<file path="src/rtl/risc_issue_sequencer.sv">
// ---------------------------------------------------------------------------
// risc_issue_sequencer
//
// Issue controller placed in front of the simple RISC ALU datapath.
// Instruction word: opcode[15:12], op1[11:6], op2[5:0]
// (NOP=0, ADD=1, SUB=2, MUL=3, DIV=4, 5..15 illegal).
//
// Incoming instructions are queued in a small FIFO. They are issued one at a
// time on alu_instr, and each is held for an opcode-dependent number of
// cycles. The datapath result is then captured and offered on a valid/ready
// result port. Divide-by-zero and illegal opcodes are reported through
// res_err with res_data = 16'hFFFF.
//
// Ports
//   clk          system clock, rising edge
//   reset        asynchronous, active-low reset
//   in_valid     instruction offered
//   in_instr     instruction word
//   in_ready     FIFO can accept (fifo_count < FIFO_DEPTH)
//   alu_instr    registered instruction driven to the datapath
//   alu_result   datapath result
//   res_valid    result available (DONE state)
//   res_data     captured result
//   res_opcode   opcode of the presented result
//   res_err      DIV by zero or illegal opcode
//   res_ready    consumer accepts result
//   busy         sequencer active or FIFO non-empty
//   retired_cnt  results handed off (wraps)
//   fifo_count   FIFO occupancy
// ---------------------------------------------------------------------------
module risc_issue_sequencer #(
  parameter int FIFO_DEPTH = 4,
  parameter int ADDSUB_LAT = 2,
  parameter int MUL_LAT    = 3,
  parameter int DIV_LAT    = 5
) (
  input  logic                          clk,
  input  logic                          reset,
  input  logic                          in_valid,
  input  logic [15:0]                   in_instr,
  output logic                          in_ready,
  output logic [15:0]                   alu_instr,
  input  logic [15:0]                   alu_result,
  output logic                          res_valid,
  output logic [15:0]                   res_data,
  output logic [3:0]                    res_opcode,
  output logic                          res_err,
  input  logic                          res_ready,
  output logic                          busy,
  output logic [15:0]                   retired_cnt,
  output logic [$clog2(FIFO_DEPTH):0]   fifo_count
);

  localparam int PTR_W   = $clog2(FIFO_DEPTH);
  localparam int CNT_W   = PTR_W + 1;
  localparam int MAX_LAT = (ADDSUB_LAT > MUL_LAT) ?
                           ((ADDSUB_LAT > DIV_LAT) ? ADDSUB_LAT : DIV_LAT) :
                           ((MUL_LAT > DIV_LAT) ? MUL_LAT : DIV_LAT);
  localparam int LAT_W   = $clog2(MAX_LAT + 1);

  localparam logic [3:0] OP_NOP = 4'd0;
  localparam logic [3:0] OP_DIV = 4'd4;

  typedef enum logic [1:0] {IDLE, EXEC, DONE} state_t;

  // The counter is loaded with LAT-1, so EXEC lasts exactly LAT cycles.
  function automatic logic [LAT_W-1:0] lat_load(input logic [3:0] op);
    case (op)
      4'd3:    return LAT_W'(MUL_LAT - 1);
      4'd4:    return LAT_W'(DIV_LAT - 1);
      default: return LAT_W'(ADDSUB_LAT - 1);
    endcase
  endfunction

  // ---------------------------------------------------------------- FIFO
  logic [15:0]      mem [FIFO_DEPTH];
  logic [PTR_W-1:0] wr_ptr, rd_ptr;
  logic [CNT_W-1:0] count;
  logic [15:0]      head;
  logic [3:0]       head_op;
  logic             push, pop;
  state_t           state;
  logic [LAT_W-1:0] lat_cnt;

  assign head     = mem[rd_ptr];
  assign head_op  = head[15:12];
  assign in_ready = (count < CNT_W'(FIFO_DEPTH));
  assign push     = in_valid && in_ready;
  // The head is consumed only when the sequencer can take it:
  // from IDLE, or from DONE as the current result is handed off.
  assign pop      = (count != '0) &&
                    ((state == IDLE) || ((state == DONE) && res_ready));

  assign fifo_count = count;
  assign busy       = (state != IDLE) || (count != '0);

  // NOTE: storage array has no reset; the pointers and count alone define
  // which entries are valid, so clearing the data would add nothing.
  always_ff @(posedge clk) begin
    if (push) mem[wr_ptr] <= in_instr;
  end

  always_ff @(posedge clk or negedge reset) begin
    if (!reset) begin
      wr_ptr <= '0;
      rd_ptr <= '0;
      count  <= '0;
    end else begin
      // Power-of-two depth: pointers wrap naturally.
      if (push) wr_ptr <= wr_ptr + PTR_W'(1);
      if (pop)  rd_ptr <= rd_ptr + PTR_W'(1);
      case ({push, pop})
        2'b10:   count <= count + CNT_W'(1);
        2'b01:   count <= count - CNT_W'(1);
        default: count <= count;
      endcase
    end
  end

  // ---------------------------------------------------------------- FSM
  // NOTE: all state here uses non-blocking assignments so every register
  // samples the pre-edge values; blocking ones would make the result depend
  // on statement order.
  always_ff @(posedge clk or negedge reset) begin
    if (!reset) begin
      state       <= IDLE;
      alu_instr   <= '0;
      lat_cnt     <= '0;
      res_valid   <= 1'b0;
      res_data    <= '0;
      res_opcode  <= '0;
      res_err     <= 1'b0;
      retired_cnt <= '0;
    end else if (pop) begin
      // A pop from DONE always coincides with the result handshake.
      if (state == DONE) retired_cnt <= retired_cnt + 16'd1;
      if (head_op == OP_NOP) begin
        state     <= IDLE;
        alu_instr <= '0;
        res_valid <= 1'b0;
      end else if (head_op <= OP_DIV) begin
        state     <= EXEC;
        alu_instr <= head;
        lat_cnt   <= lat_load(head_op);
        res_valid <= 1'b0;
      end else begin
        // Illegal opcode: never reaches the datapath; report it directly.
        state      <= DONE;
        res_valid  <= 1'b1;
        res_data   <= 16'hFFFF;
        res_opcode <= head_op;
        res_err    <= 1'b1;
      end
    end else begin
      case (state)
        IDLE: ;
        EXEC: begin
          if (lat_cnt == '0) begin
            state      <= DONE;
            res_valid  <= 1'b1;
            res_opcode <= alu_instr[15:12];
            if ((alu_instr[15:12] == OP_DIV) && (alu_instr[5:0] == 6'd0)) begin
              res_data <= 16'hFFFF;
              res_err  <= 1'b1;
            end else begin
              res_data <= alu_result;
              res_err  <= 1'b0;
            end
          end else begin
            lat_cnt <= lat_cnt - LAT_W'(1);
          end
        end
        DONE: begin
          // FIFO is empty here, otherwise pop would have been taken.
          if (res_ready) begin
            retired_cnt <= retired_cnt + 16'd1;
            state       <= IDLE;
            alu_instr   <= '0;
            res_valid   <= 1'b0;
          end
        end
        default: state <= IDLE;
      endcase
    end
  end

endmodule
</file>
<file path="config.mk">
export PLATFORM = sky130hd
export DESIGN_NAME = risc_issue_sequencer
export DESIGN_NICKNAME = d
export VERILOG_FILES = /design/src/rtl/risc_issue_sequencer.sv
export SDC_FILE = /design/constraint.sdc
export NUM_CORES = 1
export LEC_CHECK = 0
export ABC_CLOCK_PERIOD_IN_PS = 2500
export CAP_MARGIN = 20
export CORE_ASPECT_RATIO = 1.25
export CORE_MARGIN = 2
export CORE_UTILIZATION = 48
export CTS_CLUSTER_SIZE = 12
export DETAILED_ROUTE_END_ITERATION = 12
export PLACE_DENSITY = 0.76
export SYNTH_ARGS = -nofsm -noshare
export SYNTH_HDL_FRONTEND = slang
export SYNTH_SLANG_ARGS = --single-unit
</file>
<file path="constraint.sdc">
create_clock -name clk -period 2.5 [get_ports clk]
set_input_delay 0.375 -clock clk [delete_from_list [all_inputs] [get_ports clk]]
set_output_delay 0.375 -clock clk [all_outputs]
set_load 0.005 [all_outputs]
</file>
======== After elaboration in Yosys (flattened, before gate mapping) ========
Memory sizes are Yosys's and may differ from the RTL's.
Index checks and enable logic that the tools add are counted.
storage, ports and cells
  input port bits ......................... 36
  flip-flop bits (word level) ............. 66
  logic and storage cells ................. 106
  output and inout bits ................... 59
  RAM bits ................................ 64
  memories kept ........................... 1
cells by class
  reductions and logical operators ........ 24
  $add $sub $neg .......................... 6
  mux-type cells .......................... 47
  equality and inequality tests ........... 15
  $lt $le $gt $ge ......................... 2
memory list
  name  depth  width  read ports  clocked after memory_dff  wr ports  RTL line  text
  mem   4      16     1           0                         1         76        logic [15:0] mem [FIFO_DEPTH];
operators with widths
  operator               number
  $mux 16                15
  $mux 4                 5
  $add 16x1->16 const B  1
  $mux 3                 5
  $mux 1                 13
  $pmux 3 s2             2
  $reduce_bool 2->1      6
  $mux 2                 5
  $reduce_and 3->1       3
  $eq 4x3->1 const B     2
  $ne 2x2->1 const B     4
  $reduce_and 4->1       2
  $logic_not 6->1        1
  $ne 3x3->1 const B     2
  $pmux 2 s3             1
  $reduce_bool 3->1      2
  $sub 3x1->3 const B    2
  $add 2x1->2 const B    2
  $eq 2x1->1 const B     2
  $eq 2x2->1 const B     2
  $eq 4x2->1 const B     1
  $le 4x3->1 const B     1
  $logic_and 1x1->1      4
  $logic_not 4->1        1
  other kinds (9)        10

======== Longest topological paths before layout ========
Gate-level depths: netlist of run 1.
  word-level depth ........................ 6
  gate-level depth with buffers ........... 11
  gate-level depth less buffers ........... 9

======== Worst setup path before layout of run 1 ========
Ideal clock, no wire load.
  path type ............................... reg2reg
  from .................................... register state[1]
  to ...................................... register count[2] (netlist: fifo_count[2])
  data required time ...................... 2.420 ns
  cell stages (with the launch flop) ...... 12
  library setup time ...................... 0.080 ns
  data arrival time ....................... 2.451 ns
  period minus slack after synthesis ...... 2.531 ns
  slack ................................... -0.031 ns
  path through ............................ dfrtp_1 > nor2b_1 > or3_1 > buf_2 > inv_1 > clkbuf_1 > ha_1 > inv_1 > fa_1 > xor2_1 > nor2_1 > xnor2_1
between the ends
  longest elaborated chain between the ends .. 6
ends and longest elaborated chain
  what                                                    RTL line  text
  start: declaration                                      82        state_t state;
  start signal: assignment                                126       state <= IDLE;
  start signal: assignment                                138       state <= IDLE;
  start signal: assignment                                142       state <= EXEC;
  $eq 2x2->1                                              92        ((state == IDLE) || ((state == DONE) && res_ready));
  $logic_and 1x1->1                                       92
  $logic_or 1x1->1 *                                      92
  $logic_and 1x1->1 *                                     91        assign pop = (count != '0) &&
  named net pop                                           81        logic push, pop;
  $eq 2x1->1 / $eq 2x2->1 (equally long branches)         112       case ({push, pop})
  $pmux 3 s2 / $reduce_bool 2->1 (equally long branches)  --
  end signal: assignment                                  113       2'b10: count <= count + CNT_W'(1);
  end signal: assignment                                  114       2'b01: count <= count - CNT_W'(1);
  end signal: assignment                                  115       default: count <= count;
  end: declaration                                        78        logic [CNT_W-1:0] count;
Mark *: on every way through the listed nets, which the timed path passes. The rest lies on a longest branch.
A chain may end at the register's enable or synchronous reset.

======== Worst setup path after layout of run 1 ========
  from .................................... register rd_ptr[0]
  to ...................................... register res_data[9]
between the ends
  longest elaborated chain between the ends .. 4
ends and longest elaborated chain
  what                                                  RTL line  text
  start: declaration                                    77        logic [PTR_W-1:0] wr_ptr, rd_ptr;
  start signal: assignment                              111       if (pop) rd_ptr <= rd_ptr + PTR_W'(1);
  $mem_v2 4x16 *                                        --
  $le 4x3->1 / $logic_not 4->1 (equally long branches)  141, 137
  $ne 2x2->1 (no source line)                           --
  $reduce_and 4->1 (no source line) *                   --
  end signal: assignment                                166       res_data <= alu_result;
  end: declaration                                      45        output logic [15:0] res_data,
Every way passes the cells marked *; elsewhere a longest branch is shown, timed or not.

==> metrics.yaml, run 1 <==
numPortBuffers: 94
synth-main-ff-cell: "dfrtp_1"
fmax_mhz: 423
die_height_um: 123
critical_path_class: "reg2reg"
drt_iter0_drc: 132
grt_pass1_wl_um: 17800
relSlewSlack: 0.613
start_kind: "register"
syn_inst: 391
first_pass_iters: 4
wirelength_um: 10800
vias: 3467
drive_gt1_frac: 0.148
critPathCaptureType: "register"
die_area_sq_um: 12300
io_pins: 95
r2r_start: "rd_ptr[0]$_DFFE_PN0P_"
grt_pass1_vias: 3624
tns_ns: 0
synth.distinct_cells: 48
htreeDepth: 4
worstMarginPinSlew_ns: 0.575
path_clk_slew_ns: 0.06
grt_usage: 0.190
routedWlPerCell_um: 16.3
vias_per_cell: 5.25
period_share: 0.946
syn2layout_area_growth_pct: 33.4
gp_congestion: 0.821
synth_area_per_cell_sq_um: 14.0
min_path_type: "in2async"
fin_area_sq_um: 7310
p_total_uw: 9150
clockBufferDepth: 2
setup_viol: 0
leakage_uw: 0.00307
clock_latency_ns: 0.41
antenna_found_initial: 0
n_fill_cell: 784
synth_top_cell_area_share: 0.351
slew_viol_final: 0
drc: 0
p_per_area_nw_per_um2: 1250
setup_ws_ns: 0.134
fp.coreArea_sq_um: 11100
rows: 43
setup.worst_path.start: "rd_ptr[0]$_DFFE_PN0P_"
grt_max_degree: 49
ys_seq_area_frac: 0.652
finalNetCount: 558
async_reset_ff_frac: 0.508
postPlaceCellArea_sq_um: 6680
critPathRequiredTime_ns: 2.83
period_minus_slack_ns: 2.37
cts_tree: "yes"
rsz0062_at_grt: "no"
synth-edff-count: 64
cts.sinks: 130
synthTopCellsByArea: "edfxtp_1 35%, dfrtp_1 30%, mux4_2 6.6%, mux2i_1 3.1%, nand2_1 2.9%"
ir_drop_mv: 0.472
status: "complete, no violations"
antenna_cells: 0
synth_warnings: 0
cts-buffers-inserted: 17
ys_ff_latch: 130
drv_cap: 0
die_x_um: 99.6
antenna_left: 0
dp_hpwl_um: 7480
overflow: 0
synth_largest_area_cell: "edfxtp_1"
arrival_ns: 2.70
syn-cell-area_sq_um: 5480
hold_viol: 0
final_util: 0.656
pre_cts_ws_ns: 0.00813
worst-r2r-setup-slack_ns: 0.13
clockRootBuffer: "clkbuf_16"
fin_worst_skew_ns: 0.0102
syn_nets: 436
initial_core_util: 0.492
cp_max_fo: 10
Yosys cell counts, drive strengths merged, types with 2 or more instances:
cell type  instances
a211o              2
a21o               2
a2bb2oi            3
and2               4
and4               2
buf                6
clkbuf             9
dfrtp             66
edfxtp            64
ha                 8
inv               37
mux2               6
mux2i             17
mux4              16
nand2             42
nand3              4
nand3b            13
nand4              5
nor2              27
nor2b              3
nor3               2
nor4               3
o21ai             10
o22ai              3
xnor2             17
xor2               4
final timing paths:
| kind | to | depth (start not counted) |
|---|---|---|
| max | res_data[9]$_DFFE_PN0P_ | 7 |
| min reg2reg | alu_instr[9]$_DFFE_PN0P_ | 2 |
| min in group clk | alu_instr[9]$_DFFE_PN0P_ | 2 |
| max reg2reg | res_data[9]$_DFFE_PN0P_ | 7 |
| max in group asynchronous | lat_cnt[0]$_DFFE_PN0P_ | 3 |
| min | retired_cnt[9]$_DFFE_PN0P_ | 2 |
layout by cell type, fill, tap and decap left out, types with 13 or more instances in the layout:
cell type and instances:
inv_1 37, xnor2_1 17, buf_4 21, nand3b_1 13, nor2_1 27, clkdlybuf4s50_1 93, nand2_1 42, mux2i_1 17
clkbuf_16 17, mux4_2 16, edfxtp_1 64, dfrtp_1 65
per-layer routing:
layer | GRT usage | vias to the layer above | routed length (um)
met2 | 0.320 | 101 | 5550
li1 | - | 1632 | -
met1 | 0.229 | 1717 | 4530
met4 | 0.0796 | 0 | 178
met3 | 0.0543 | 17 | 538
met5 | 0 | - | 0
cell type report:
class | instances | area (sq um) | share of cell area
Tap cell | 135 | 169 | 0.0231
Timing Repair Buffer | 118 | 1140 | 0.156
Inverter | 37 | 139 | 0.0190
Sequential cell | 130 | 3570 | 0.489
Multi-Input combinational cell | 209 | 1680 | 0.229
Clock buffer | 17 | 425 | 0.0582
Clock inverter | 15 | 180 | 0.0247
repair_timing:
| item | in CTS | in global routing |
|---|---|---|
| hold endpoints to repair | 18 | 0 |
| setup buffers | 0 | 2 |
| hold buffers | 1 | 0 |
| endpoints found under the setup margin | 0 | 18 |
| gates resized for setup | 0 | 1 |
flip-flops by register name (all words and copies together) (netlist names):
signal and count:
mem 64, alu_instr 16, res_data 16, retired_cnt 16, res_opcode 4, fifo_count 3, lat_cnt 3, rd_ptr 2
state 2, wr_ptr 2, res_err 1, res_valid 1
metrics by stage:
step | hold WS, ns | std cells
after global placement | 0.355 | 626
after CTS | 0.461 | 659
after floorplan | 0.0794 | 391
after global routing | 0.481 | 661
final | 0.452 | 661
after detailed placement | 0.362 | 626
cell families (layout without fill, tap and decap cells):
kind of cell,Yosys count,count (layout),synth area share
XOR/XNOR,21,21,0.0336
flip-flops,130,130,0.652
AND/OR/NAND/NOR,110,110,0.0987
adder cells (fa/ha/maj),9,9,0.0219
multiplexers,39,39,0.109
buffers and inverters,52,187,0.0418
AO/OA/AOI/OAI,30,30,0.0427
worst max-delay path, cell delays in order (launching register included):
cell and delay, ns:
dfrtp_2 0.41, buf_12 0.16, mux4_2 0.55, o21a_1 0.26, a2bb2oi_2 0.21, a21bo_4 0.27
buf_4 0.21, mux2i_1 0.21
report_power, final:
part           total [uW]  leakage [uW]  switching, uW  internal [uW]
combinational        3500       0.00139           1620           1880
sequential           3140       0.00139            349           2800
clock                2500      0.000292            926           1580
Note: power is estimated with default switching activity, not from simulation.
==> inputs of run 2 (changes only) <==
--- a/config.mk
+++ b/config.mk
@@ -11,4 +11,5 @@
 export CORE_MARGIN = 2
 export CORE_UTILIZATION = 48
+export CTS_CLUSTER_DIAMETER = 30
 export CTS_CLUSTER_SIZE = 12
 export DETAILED_ROUTE_END_ITERATION = 12
==> constraint.sdc (replaced) <==
create_clock -name clk -period 2.5 [get_ports clk]
set_input_delay 0.625 -clock clk [delete_from_list [all_inputs] [get_ports clk]]
set_output_delay 0.625 -clock clk [all_outputs]
set_load 0.005 [all_outputs]
==> metrics.yaml, run 2 (same netlist as run 1, synthesis figures left out) <==
status: "complete, no violations"
final_common_cell: "clkdlybuf4s50_1"
vias_per_cell: 5.21  # -0.69%
drt_iter0_drc: 160  # +21%
drc: 0  # unchanged
numPortBuffers: 94  # unchanged
p_clk_frac: 0.275  # about the same
cpLargestDelayFamily: "compound AO/OA/AOI/OAI gates"
fmax_mhz: 415  # -1.9%
grt_pass1_wl_um: 17300  # -2.9%
p_per_area_nw_per_um2: 1260  # +1.0%
p_total_uw: 9310  # +1.8%
setup_viol: 0  # unchanged
htreeDepth: 4  # unchanged
ctsHoldBuffers: 0  # -1
io_pins: 95  # unchanged
fp.coreArea_sq_um: 11100  # unchanged
critical_path_buf_inv_count: 2  # unchanged
largest_register: "mem"
fin_area_sq_um: 7360  # +0.74%
relSlewSlack: 0.562  # -0.0509
vias: 3464  # -0.087%
finalNetCount: 563  # +0.90%
min_path_type: "in2async"
cts-resized-gates: 0  # unchanged
dp_hpwl_um: 7410  # -0.89%
swShare: 0.310  # -0.00695
cts.sinks: 130  # unchanged
rsz0062_at_grt: "no"
crit_top_cell: "buf_4"
postPlaceCellArea_sq_um: 6750  # +1.1%
p_sw_uw: 2880  # -0.47%
syn2layout_area_growth_pct: 34.4
internal_power_uw: 6430  # +2.8%
first_pass_iters: 4  # unchanged
start_kind: "register"
critPathRequiredTime_ns: 2.86  # +0.03 ns
dr_wl_met2_um: 5430  # -2.3%
period_minus_slack_ns: 2.41  # +0.0447 ns
critical_path_class: "reg2reg"
cp_max_fo: 5  # -5
overflow: 0  # unchanged
routedWlPerCell_um: 15.9  # -2.7%
cp_cell_sequence: "buf_4 -> mux4_2 -> o21a_1 -> a2bb2oi_2 -> buf_4 -> a2111oi_0 -> a211o_1"
hold_viol: 0  # unchanged
leakage_uw: 0.00310  # +1.0%
critPathCaptureType: "register"
dp.cells: 634  # +1.3%
fin_worst_skew_ns: 0.0130  # +0.00276 ns
drive_gt1_frac: 0.153  # +0.00454
antenna_cells: 0  # unchanged
initial_core_util: 0.492  # unchanged
die_height_um: 123  # unchanged
wl_met1_um: 4530  # -0.20%
final_cell_mix: "93 x clkdlybuf4s50_1, 65 x dfrtp_1, 64 x edfxtp_1"
top_layer_used: "met4"
antenna_left: 0  # unchanged
period_share: 0.964  # +0.0179
fin_cells: 665  # +0.61%
cts-buffers-inserted: 17  # unchanged
clock_latency_ns: 0.42  # about the same
combPwrFrac: 0.387  # +0.004
worst-r2r-setup-slack_ns: 0.09  # -0.04 ns
antenna_found_initial: 0  # unchanged
r2r_end: "lat_cnt[0]$_DFFE_PN0P_"
drv_cap: 0  # unchanged
r2r_start: "rd_ptr[0]$_DFFE_PN0P_"
slew_viol_final: 0  # unchanged
worstMarginPinSlew_ns: 0.657  # +0.0816 ns
ir_drop_mv: 0.545  # +15%
largest_register_ffs: 64  # unchanged
die_x_um: 99.6  # unchanged
grt_pass1_vias: 3599  # -0.69%
rows: 43  # unchanged
grt_usage: 0.184  # -0.00550
ff2ff_path_depth: 7  # unchanged
worst_hold_slack_ns: 0.238  # -0.215 ns
sequentialPowerShare: 0.337  # -0.007
die_area_sq_um: 12300  # unchanged
tns_ns: 0  # unchanged
arrival_ns: 2.77  # +0.07 ns
clockRootBuffer: "clkbuf_16"
wirelength_um: 10600  # -2.1%
path_clk_slew_ns: 0.06  # about the same
cp_slowest_cell: "mux4_2"
dr_wl_met3_um: 486  # -9.7%
grt_max_degree: 31  # -37%
gp_congestion: 0.815  # -0.78%
post-cts-setup-buffers: 0  # unchanged
cts_tree: "yes"
clockBufferDepth: 2  # unchanged
critPathMaxStageDelay_ns: 0.55  # about the same
==> run 2: cell count changes in the layout (fill, tap and decap cells not counted), moves of 2 or more <==
| cell | delta |
|---|---|
| buf_4 | +5 |
| clkinv_1 | +2 |
| clkinv_2 | -2 |
| inv_6 | -2 |
==> run 2: cell type report <==
| type | instances | area (sq um) |
|---|---|---|
| Clock inverter | 13 | 183 |
| Multi-Input combinational cell | 209 | 1680 |
| Sequential cell | 130 | 3570 |
| Clock buffer | 18 | 429 |
| Tap cell | 135 | 169 |
| Fill cell | 796 | 3770 |
| Timing Repair Buffer | 123 | 1190 |
| Inverter | 37 | 139 |
==> run 2: routing by layer <==
layer,GRT usage,up-vias
met5,0,-
met4,0.0873,0
met2,0.314,98
met3,0.0435,14
li1,-,1634
met1,0.222,1718
==> run 2: how the worst max path moves through the flow <==
stage / start / end / slack (ns) / cells after the start
finish: rd_ptr[0]$_DFFE_PN0P_ / lat_cnt[0]$_DFFE_PN0P_ / 0.09 / 7
floorplan: res_ready / fifo_count[2]$_DFFE_PN0P_ / 0.05 / 11
detailed placement: res_ready / res_opcode[2]$_DFFE_PN0P_ / -0.20 / 7
global route: rd_ptr[0]$_DFFE_PN0P_ / lat_cnt[0]$_DFFE_PN0P_ / 0.01 / 7
CTS: rd_ptr[0]$_DFFE_PN0P_ / lat_cnt[0]$_DFFE_PN0P_ / 0.03 / 7
global placement: res_ready / lat_cnt[1]$_DFFE_PN0P_ / -0.15 / 8
==> run 2: power groups by stage <==
stage / Combinational [uW] / Sequential (uW) / Clock [uW]
after floorplan: 2240 / 3090 / 0
after global placement: 3520 / 3140 / 0
after detailed placement: 3640 / 3170 / 0
after CTS: 3660 / 3140 / 2600
after global routing: 3940 / 3200 / 2680
final: 3610 / 3140 / 2560
==> run 2: worst reg2reg max path, delay by kind of cell, from the launching register on <==
family                 cells  cell delay (ns)
multiplexers               1             0.55
flip-flops                 1             0.43
buffers and inverters      2             0.29
AO/OA/AOI/OAI              4             1.07
==> run 2: per-stage QoR <==
step | utilization | worst slack (ns)
final | 0.661 | 0.0893
after global routing | 0.661 | 0.0138
after CTS | 0.661 | 0.0309
after detailed placement | 0.606 | -0.199
after global placement | 0.606 | -0.150
after floorplan | - | 0.0464
==> inputs of run 3 (changes only) <==
SETUP_SLACK_MARGIN = 0.5   (was unset)
==> metrics.yaml, run 3 (same netlist as run 1, synthesis figures left out) <==
vias_per_cell: 5.33  # +2.3%
internal_power_uw: 6490  # +1.0%
largest_register: "mem"
n_fill_cell: 760  # -4.5%
relSlewSlack: 0.626  # +0.0642
numPortBuffers: 94  # unchanged
drt_iter0_drc: 186  # +16%
grt_util_met2: 0.370  # +0.0562
clockRootBuffer: "clkbuf_16"
min_path_type: "in2async"
die_area_sq_um: 12300  # unchanged
p_per_area_nw_per_um2: 1270  # +0.14%
grt_usage: 0.211  # +0.0269
first_pass_iters: 4  # unchanged
tns_ns: 0  # unchanged
fp.coreArea_sq_um: 11100  # unchanged
initial_core_util: 0.492  # unchanged
gp_congestion: 0.852  # +4.6%
htreeDepth: 4  # unchanged
cts_tree: "yes"
period_share: 0.922  # -0.0426
die_height_um: 123  # unchanged
routedWlPerCell_um: 17.6  # +10%
critical_path_class: "reg2reg"
period_minus_slack_ns: 2.30  # -0.107 ns
p_clk_frac: 0.233  # -0.042
slew_viol_final: 0  # unchanged
largest_register_ffs: 64  # unchanged
wirelength_um: 12200  # +15%
cts-buffers-inserted: 17  # unchanged
ff2ff_path_depth: 5  # -2
antenna_found_initial: 0  # unchanged
path_clk_slew_ns: 0.06  # about the same
arrival_ns: 2.59  # -0.18 ns
multi_input_area_sq_um: 1750  # +4.2%
ir_drop_mv: 0.788  # +45%
vias: 3693  # +6.6%
overflow: 0  # unchanged
grt_pass1_vias: 3990  # +11%
antenna_left: 0  # unchanged
clockBufferDepth: 2  # unchanged
combPwrFrac: 0.445  # +0.058
final_cell_mix: "85 x clkdlybuf4s50_1, 64 x edfxtp_1, 62 x dfrtp_1"
grt_pass1_wl_um: 19700  # +14%
die_x_um: 99.6  # unchanged
hold_viol: 0  # unchanged
fmax_mhz: 434  # +4.6%
setup.worst_path.start: "rd_ptr[0]$_DFFE_PN0P_"
antenna_cells: 0  # unchanged
final_util: 0.685  # +0.0244
swShare: 0.328  # +0.0187
cts.sinks: 130  # unchanged
grt.met1_usage: 0.252  # +0.0306
syn2layout_area_growth_pct: 39.3
final_common_cell: "clkdlybuf4s50_1"
grt_max_degree: 27  # -13%
setup_viol: 0  # unchanged
io_pins: 95  # unchanged
critPathRequiredTime_ns: 2.79  # -0.07 ns
use_met3: 0.0548  # +0.0113
status: "complete, no violations"
rsz0062_at_grt: "yes"
regArea_sq_um: 3580  # +0.10%
start_kind: "register"
fin_worst_skew_ns: 0.00715  # -0.00584 ns
drc: 0  # unchanged
grt.busiest_layer: "met2"
finalNetCount: 590  # +4.8%
r2r_start: "rd_ptr[0]$_DFFE_PN0P_"
worstMarginPinSlew_ns: 0.560  # -0.0963 ns
dp_hpwl_um: 8070  # +9.0%
sequentialPowerShare: 0.322  # -0.015
drv_cap: 0  # unchanged
leakage_uw: 0.00325  # +4.5%
drive_gt1_frac: 0.226  # +0.0730
p_sw_uw: 3170  # +10%
cp_max_fo: 8  # +3
rows: 43  # unchanged
clock_latency_ns: 0.41  # about the same
critPathCaptureType: "register"
[run 3: per-layer routing]
metal	routed length, um	vias up
met2	6400	144
met5	0	-
met3	710	11
li1	-	1685
met4	127	0
met1	4920	1853
[run 3: layout make-up]
cell class / count / area share
Clock inverter: 13 / 0.0149
Timing Repair Buffer: 150 / 0.190
Clock buffer: 19 / 0.0567
Multi-Input combinational cell: 209 / 0.229
Sequential cell: 130 / 0.469
Tap cell: 135 / 0.0221
Inverter: 37 / 0.0185
[run 3: critical path: stages, from the launching register on]
cell and delay, ns:
dfrtp_2 0.39, mux4_2 0.54, or4_4 0.46, a2bb2oi_4 0.17, a21bo_4 0.27, mux2_2 0.35
[run 3: final timing paths]
kind                                               endpoint  slack (ns)
worst max-delay path              res_opcode[0]$_DFFE_PN0P_        0.20
worst min-delay path            retired_cnt[15]$_DFFE_PN0P_        0.20
worst max register to register    res_opcode[0]$_DFFE_PN0P_        0.20
worst min register to register     alu_instr[6]$_DFFE_PN0P_        0.47
max in group asynchronous         res_opcode[0]$_DFFE_PN0P_        1.56
min in group clk                   alu_instr[6]$_DFFE_PN0P_        0.47
[run 3: through the flow]
stage | power, uW | cells | hold slack [ns] | setup WS [ns] | cell area [sq um]
floorplan | 5410 | 391 | 0.329 | 0.0956 | 5520
global placement | 6850 | 637 | 0.454 | -0.217 | 6820
detailed placement | 7030 | 637 | 0.459 | -0.286 | 6820
CTS | 9520 | 680 | 0.214 | 0.214 | 7490
global route | 10200 | 693 | 0.232 | 0.0952 | 7630
finish | 9670 | 693 | 0.205 | 0.196 | 7630
[run 3: repair_timing]
action / CTS / global route
buffers inserted: 11 / 13
hold buffers: 0 / 0
pin swaps: 2 / 5
gates resized for setup: 20 / 18
endpoints found under the setup margin: 54 / 51
[run 3: power groups by stage]
stage,clock [uW],combinational (uW),sequential (uW)
floorplan,0,2310,3090
global placement,0,3690,3160
detailed placement,0,3840,3180
CTS,2300,4120,3110
global route,2390,4650,3180
finish,2260,4300,3110
